--- src/rtl/reram_access_arbiter.sv ---
// reram_access_arbiter: round-robin arbiter/sequencer sharing one ReRAM core between two requesters (req/we/adr/dat/sel in, ack/err/dat out per requester; EN/R_WB/DI/SEL/AD/DO/func_ack core side; busy_o/grant_o status)
module reram_access_arbiter #(
  parameter logic [31:0] ADDR_MATCH     = 32'h3000_000c,
  parameter logic [3:0]  SEL_MATCH      = 4'b0010,
  parameter int          TIMEOUT_CYCLES = 255
) (
  input  logic        wb_clk_i,
  input  logic        wb_rst_i,
  input  logic        req0_i,
  input  logic        req1_i,
  input  logic        we0_i,
  input  logic        we1_i,
  input  logic [31:0] adr0_i,
  input  logic [31:0] adr1_i,
  input  logic [31:0] dat0_i,
  input  logic [31:0] dat1_i,
  input  logic [3:0]  sel0_i,
  input  logic [3:0]  sel1_i,
  output logic        ack0_o,
  output logic        ack1_o,
  output logic        err0_o,
  output logic        err1_o,
  output logic [31:0] dat0_o,
  output logic [31:0] dat1_o,
  output logic        EN,
  output logic        R_WB,
  output logic [31:0] DI,
  output logic [3:0]  SEL,
  output logic [31:0] AD,
  input  logic [31:0] DO,
  input  logic        func_ack,
  output logic        busy_o,
  output logic        grant_o
);
  localparam int CW = $clog2(TIMEOUT_CYCLES + 1);
  typedef enum logic [1:0] {S_IDLE, S_CHECK, S_BUSY, S_RESP} state_t;
  state_t r_state, w_next;
  logic r_last, r_we;
  logic [31:0] r_adr, r_dat;
  logic [3:0] r_sel;
  logic [CW-1:0] r_cnt;
  logic w_win, w_fire, w_tmo, w_to_resp, w_fail;
  logic [31:0] w_rdat;
  assign w_win = (req0_i && req1_i) ? ~r_last : req1_i;
  assign w_fire = (r_state == S_IDLE) && (req0_i || req1_i);
  assign w_tmo = r_cnt == CW'(TIMEOUT_CYCLES - 1);
  always_comb begin
    w_next = r_state;
    case (r_state)
      S_IDLE:  w_next = (req0_i || req1_i) ? S_CHECK : S_IDLE;
      S_CHECK: w_next = (r_adr == ADDR_MATCH && r_sel == SEL_MATCH) ? S_BUSY : S_RESP;
      S_BUSY:  w_next = (func_ack || w_tmo) ? S_RESP : S_BUSY;
      default: w_next = S_IDLE;
    endcase
  end
  assign w_to_resp = (r_state != S_RESP) && (w_next == S_RESP);
  assign w_fail = !(r_state == S_BUSY && func_ack);
  assign w_rdat = w_fail ? 32'h0 : DO;
  always_ff @(posedge wb_clk_i or negedge wb_rst_i) begin
    if (!wb_rst_i) r_state <= S_IDLE;
    else r_state <= w_next;
  end
  always_ff @(posedge wb_clk_i or negedge wb_rst_i) begin
    if (!wb_rst_i) begin
      r_last  <= 1'b1;
      grant_o <= 1'b0;
      r_we    <= 1'b0;
      r_adr   <= '0;
      r_dat   <= '0;
      r_sel   <= '0;
      r_cnt   <= '0;
      EN      <= 1'b0;
      R_WB    <= 1'b0;
      DI      <= '0;
      SEL     <= '0;
      AD      <= '0;
      ack0_o  <= 1'b0;
      ack1_o  <= 1'b0;
      err0_o  <= 1'b0;
      err1_o  <= 1'b0;
      dat0_o  <= '0;
      dat1_o  <= '0;
      busy_o  <= 1'b0;
    end else begin
      if (w_fire) begin
        r_last  <= w_win;
        grant_o <= w_win;
        r_we    <= w_win ? we1_i : we0_i;
        r_adr   <= w_win ? adr1_i : adr0_i;
        r_dat   <= w_win ? dat1_i : dat0_i;
        r_sel   <= w_win ? sel1_i : sel0_i;
      end
      r_cnt  <= (r_state != S_BUSY) ? '0 : (r_cnt == CW'(TIMEOUT_CYCLES)) ? r_cnt : r_cnt + 1'b1;
      EN     <= w_next == S_BUSY;
      R_WB   <= (w_next == S_BUSY) && r_we;
      DI     <= (w_next == S_BUSY) ? r_dat : '0;
      SEL    <= (w_next == S_BUSY) ? r_sel : '0;
      AD     <= (w_next == S_BUSY) ? r_adr : '0;
      ack0_o <= w_to_resp && !w_fail && !grant_o;
      ack1_o <= w_to_resp && !w_fail && grant_o;
      err0_o <= w_to_resp && w_fail && !grant_o;
      err1_o <= w_to_resp && w_fail && grant_o;
      if (w_to_resp && !grant_o) dat0_o <= w_rdat;
      if (w_to_resp && grant_o) dat1_o <= w_rdat;
      busy_o <= w_next != S_IDLE;
    end
  end
endmodule

--- config.mk ---
export PLATFORM = sky130hd
export DESIGN_NAME = reram_access_arbiter
export DESIGN_NICKNAME = d
export VERILOG_FILES = /design/src/rtl/reram_access_arbiter.sv
export SDC_FILE = /design/constraint.sdc
export NUM_CORES = 1
export LEC_CHECK = 0
export ABC_AREA = 1
export BUFFER_PORTS_ARGS = -buffer_cell sky130_fd_sc_hd__buf_2
export CAP_MARGIN = 20
export CORE_UTILIZATION = 55
export CTS_BUF_LIST = sky130_fd_sc_hd__clkbuf_8
export DETAILED_ROUTE_END_ITERATION = 8
export PLACE_DENSITY = 0.89
export SYNTH_ARGS = -nofsm -noshare
export SYNTH_HDL_FRONTEND = slang
export SYNTH_SLANG_ARGS = --single-unit
export TNS_END_PERCENT = 30
--- constraint.sdc ---
create_clock -name wb_clk_i -period 2.87 [get_ports wb_clk_i]
set_clock_uncertainty 0.05 [all_clocks]
set_input_delay 0.287 -clock wb_clk_i [delete_from_list [all_inputs] [get_ports wb_clk_i]]
set_output_delay 0.287 -clock wb_clk_i [all_outputs]
set_load 0.005 [all_outputs]
==> results.md <==
Placed design:
- At the end of routability-driven placement, the weighted congestion stood at 0.8557.
- The cell count after placement is 1,486.
- Detailed placement finished with a half-perimeter wire length of 16,780 um.
- During placement, the flow inserted port buffers numbering 314.

Clock network:
- The worst-case clock buffer depth is 3.
- The H-tree depth reported by CTS is 2.
- TritonCTS built the clock tree.
- The clock-pin transition on the worst setup and hold timing paths is 0.06 ns.
- In this run, CTS created clock tree buffers numbering 37.
- The post-cts sizing count is 0.
- Clock latency on the worst-skew pair, taken at its later pin, is 0.52 ns.
- The cell chosen for the clock root is clkbuf_8.
- The number of sinks handled by clock tree synthesis is 220.

Worst setup path:
- The source of the worst register-to-register timing path is r_state[0].
- The kind of launch point of the worst setup path is a register.
- The required time reported for the critical path endpoint is 3.26 ns.
- The type of element capturing the critical path is a register.
- The worst setup path endpoint is dat1_o[30].
- In this run the register-to-register setup slack is 0.26 ns.
- The capture point of the worst reg-to-reg path is dat1_o[30].
- The source of the critical timing path is r_state[0].
- The arrival time of data at the critical path endpoint is 3.01 ns.
- The setup path with the least slack is of type register to register.
- The biggest fanout along the worst timing path is 65.
- The number of cells on the worst reg-to-reg path is 9.

Finish:
- The area growth from synthesis to layout is 30.64%.
- The total of fill cells in the finished design is 1,141.
- The non-filler instance count after layout is 1,614.
- Of the cells placed in the final design, the portion with a size suffix greater than 1 is 0.3393.
- In the final design database the tool counted 1,545 nets.
- Summing all flip-flop and latch instances after layout gives 5507 sq um.
- The area of the multi-input gates is 3373 sq um.
- Once layout is complete, the utilization of the core stands at 0.7362.

STA:
- In this run the tightest slew margin relative to its limit is 0.4406.
- Static timing analysis puts the maximum clock frequency at 0.3826 GHz.
- Summed over all failing endpoints, the final setup total negative slack is 0 ns.
- Setup violations remaining at the end of the flow were counted as 0.
- Setup repair after global routing left no endpoint under its margin.
- The slew at the pin closest to its max-slew limit is 0.8391 ns.
- The final number of hold-violating endpoints is 0.
- The share of the clock period used by the worst path after layout is 0.9107.
- The minimum clock period is 2.614 ns.
- The total count of max-transition violations in the final report came to 0.

Detailed routing:
- After the first detailed-routing iteration, the DRC count stood at 662.
- Wires add up to 28,210 um.
- For this block, the via count after detailed routing is 8,880.
- Dividing the detail-routed via count by the number of cells gives 5.502.
- Dividing the detail-routed wire length by the instance count gives 17.48 um.
- The first detailed-routing pass ran for 8 iterations.
- The remaining antenna violation count is 0.
- The residual DRC count is 0.

Yosys:
- The number of enable-type register cells in the synthesized netlist is 0.
- The most frequent cell after synthesis is dfrtp_1.
- Averaged over all synthesized cells, the footprint is 9.810 sq um.
- The share of flip-flops with an asynchronous set or reset is 1.000.
- Synthesis handed over a netlist of 997 instances.
- The xor/xnor cell area share of the yosys netlist is 0.
- The count of state elements after synthesis is 220.
- Of the post-synthesis cell area, the part taken by muxes is 0.
- Of the total synthesized cell area, the portion taken by AND, OR, NAND and NOR gates is 0.2445.
- Ranked by total cell area, the synthesized netlist is headed by dfrtp_1 (56%), nor2_4 (8.1%), nand2_1 (5.8%), nor2_1 (4.9%), inv_1 (4.4%).
- Counting every net in the synthesized netlist gives 1,179.
- The sequential area share after synthesis is 0.5630.
- The most area-hungry cell type in the Yosys netlist is dfrtp_1.
- Sorting the synthesized cells by how often they occur yields dfrtp_1 (219), nand2_1 (150), nor2_1 (128).
- During synthesis, Yosys emitted a total of 0 warnings.
- The synthesized-area fraction occupied by ao, oa, aoi and oai cells was 0.09070.
- The main combinational cell family by area after synthesis is simple AND/OR/NAND/NOR gates.
- The post-synthesis adder-cell area fraction is 0.008955.
- The share of synthesized area in the top cell type comes to 0.5603.
- Synthesis instantiated 33 different standard cells from the library.
- The prevailing post-synth register cell is dfrtp_1.
- The cell area that synthesis handed to floorplanning was 9781 sq um.

Global routing:
- In the global route stage, overall resource usage came out at 0.3104.
- The number of antenna violations at the first check in global routing came to 1.
- The number of global-route vias before repair is 9,043.
- Summed over all layers, the global routing overflow is 0.
- Entering global routing, the biggest net connects 140 pins.
- The wire length of the first global-routing pass is 44,280 um.

Floorplanning:
- The die span in y is 135.4 um.
- The die footprint is 18,320 sq um.
- The floorplan has 48 rows.
- 315 I/O pins were placed.
- The width of the die is 135.4 um.
- The region available for standard cell placement spans 17,360 sq um.
- For this configuration, the core starts out at a cell density of 0.5635.

Power:
- In this run the power spent charging and discharging nets is 5742 uW.
- Summed over all cells, the static leakage comes to 0.006893 uW.
- The maximum ir drop on the vdd rail is 667.6 uV.
- The share of total power dissipated in the clock network is 0.207.
- The internal power of the cells is 7708 uW.
- Dividing total power by cell area gives a power density of 1053 nW/um^2.
- The combinational cell fraction of total power is 0.448.
- The share of total power dissipated in sequential elements is 0.345.
- The overall power after layout is 13,450 uW.
- The switching portion of total power is 0.4269.

Worst hold path:
- In this run the most critical hold path is launched from adr1_i[18].
- The classification of the worst-slack hold path is primary input to register.

Status:
- The run finished with clean final reports.

Flow run:
- The tool flagged a number of max-cap violations equal to 0.
==> cell families after synthesis <==
kind of cell,Yosys count
AOI/OAI and AO/OA,152
buffers and inverters,188
and+or+nand+nor,430
DFF,220
adders and majority gates,7
==> per-stage QoR <==
step	hold slack, ns	cell area [sq um]	setup WS, ns
finish	0.01642	12780	0.2562
global route	0.001963	12780	0.06073
CTS	0.00008299	12770	0.2539
detailed placement	0.2715	11400	0.2852
global placement	0.2607	11400	0.4037
floorplan	-0.05859	9781	1.048
==> registers in the layout, summed over array words and instances, names as in the netlist <==
signal	cells
dat0_o	32
r_adr	32
DI	32
grant_o	1
EN	1
busy_o	1
r_last	1
r_sel	4
R_WB	1
ack1_o	1
err1_o	1
r_state	2
err0_o	1
r_we	1
AD	32
ack0_o	1
dat1_o	32
SEL	4
r_cnt	8
r_dat	32
==> worst min path at each step <==
stage | end | slack (ns) | depth (start not counted)
2_1_floorplan | AD[0] | -0.06 | 0
3_3_place_gp | r_dat[30] | 0.26 | 1
3_5_place_dp | DI[24] | 0.27 | 1
4_1_cts | r_adr[18] | 0.00008 | 3
5_1_grt | r_adr[14] | 0.002 | 3
6_report | r_adr[18] | 0.02 | 3
==> area by class of cell <==
type                       instances  area share
sequential                       220      0.4310
antenna                            1   0.0001958
clock buffer                      46     0.04955
clock inverter                    18    0.008421
timing repair buffer             394      0.1890
tap                              225     0.02203
inverter                         121     0.03584
multi-input combinational        589      0.2640
==> power by group through the flow <==
stage | sequential (uW) | clock, uW | combinational (uW)
3_3_place_gp | 4600 | 0 | 5510
5_1_grt | 4720 | 2970 | 6510
6_report | 4640 | 2790 | 6030
2_1_floorplan | 4570 | 0 | 4550
3_5_place_dp | 4640 | 0 | 5680
4_1_cts | 4600 | 2820 | 5900
==> placed cells by master (no fill, tap or decap), types with 2 or more instances in the layout <==
cell type      netlist  layout
buf_4                6      11
inv_1              115     126
dlygate4sd3_1        0      63
buf_2                9     313
a211oi_1             2       2
nand2_2              2       3
o22ai_1             69      69
nand2_1            150     149
nor2_1             128     128
clkbuf_8             0      46
buf_12               7       6
nand4_1             65      65
nand4_4              2       2
inv_2                4       4
o21ai_0             72      72
a21oi_1              3       3
nand2_8              2       2
clkinvlp_4           0       3
dfrtp_1            219     219
nand3_1              8       8
clkinv_2             0       3
nor2_4              70      71
ha_1                 7       7
==> per-layer routing <==
layer | routed length (um) | share of wire | global-route usage | up-vias
li1 | - | - | - | 3963
met1 | 10160 | 0.36 | 0.3561 | 4228
met2 | 14010 | 0.50 | 0.5194 | 545
met3 | 2317 | 0.082 | 0.07295 | 144
met4 | 1720 | 0.061 | 0.2047 | 0
met5 | 0 | 0 | 0 | -
==> timing repair <==
action | 4_1_cts | 5_1_grt
hold endpoints to repair | 128 | 0
hold buffers | 63 | 0
setup buffers | 0 | 0
==> worst max-delay path, cell delays in order (launching register included) <==
cell and delay, ns:
dfrtp_1 0.41, inv_1 0.10, ha_1 0.46, nand2_8 0.24, inv_2 0.16, a211oi_4 0.07
a21oi_4 0.19, buf_4 0.55, nand4_1 0.18, nand2_1 0.11
Note: power is estimated with default switching activity, not from simulation.
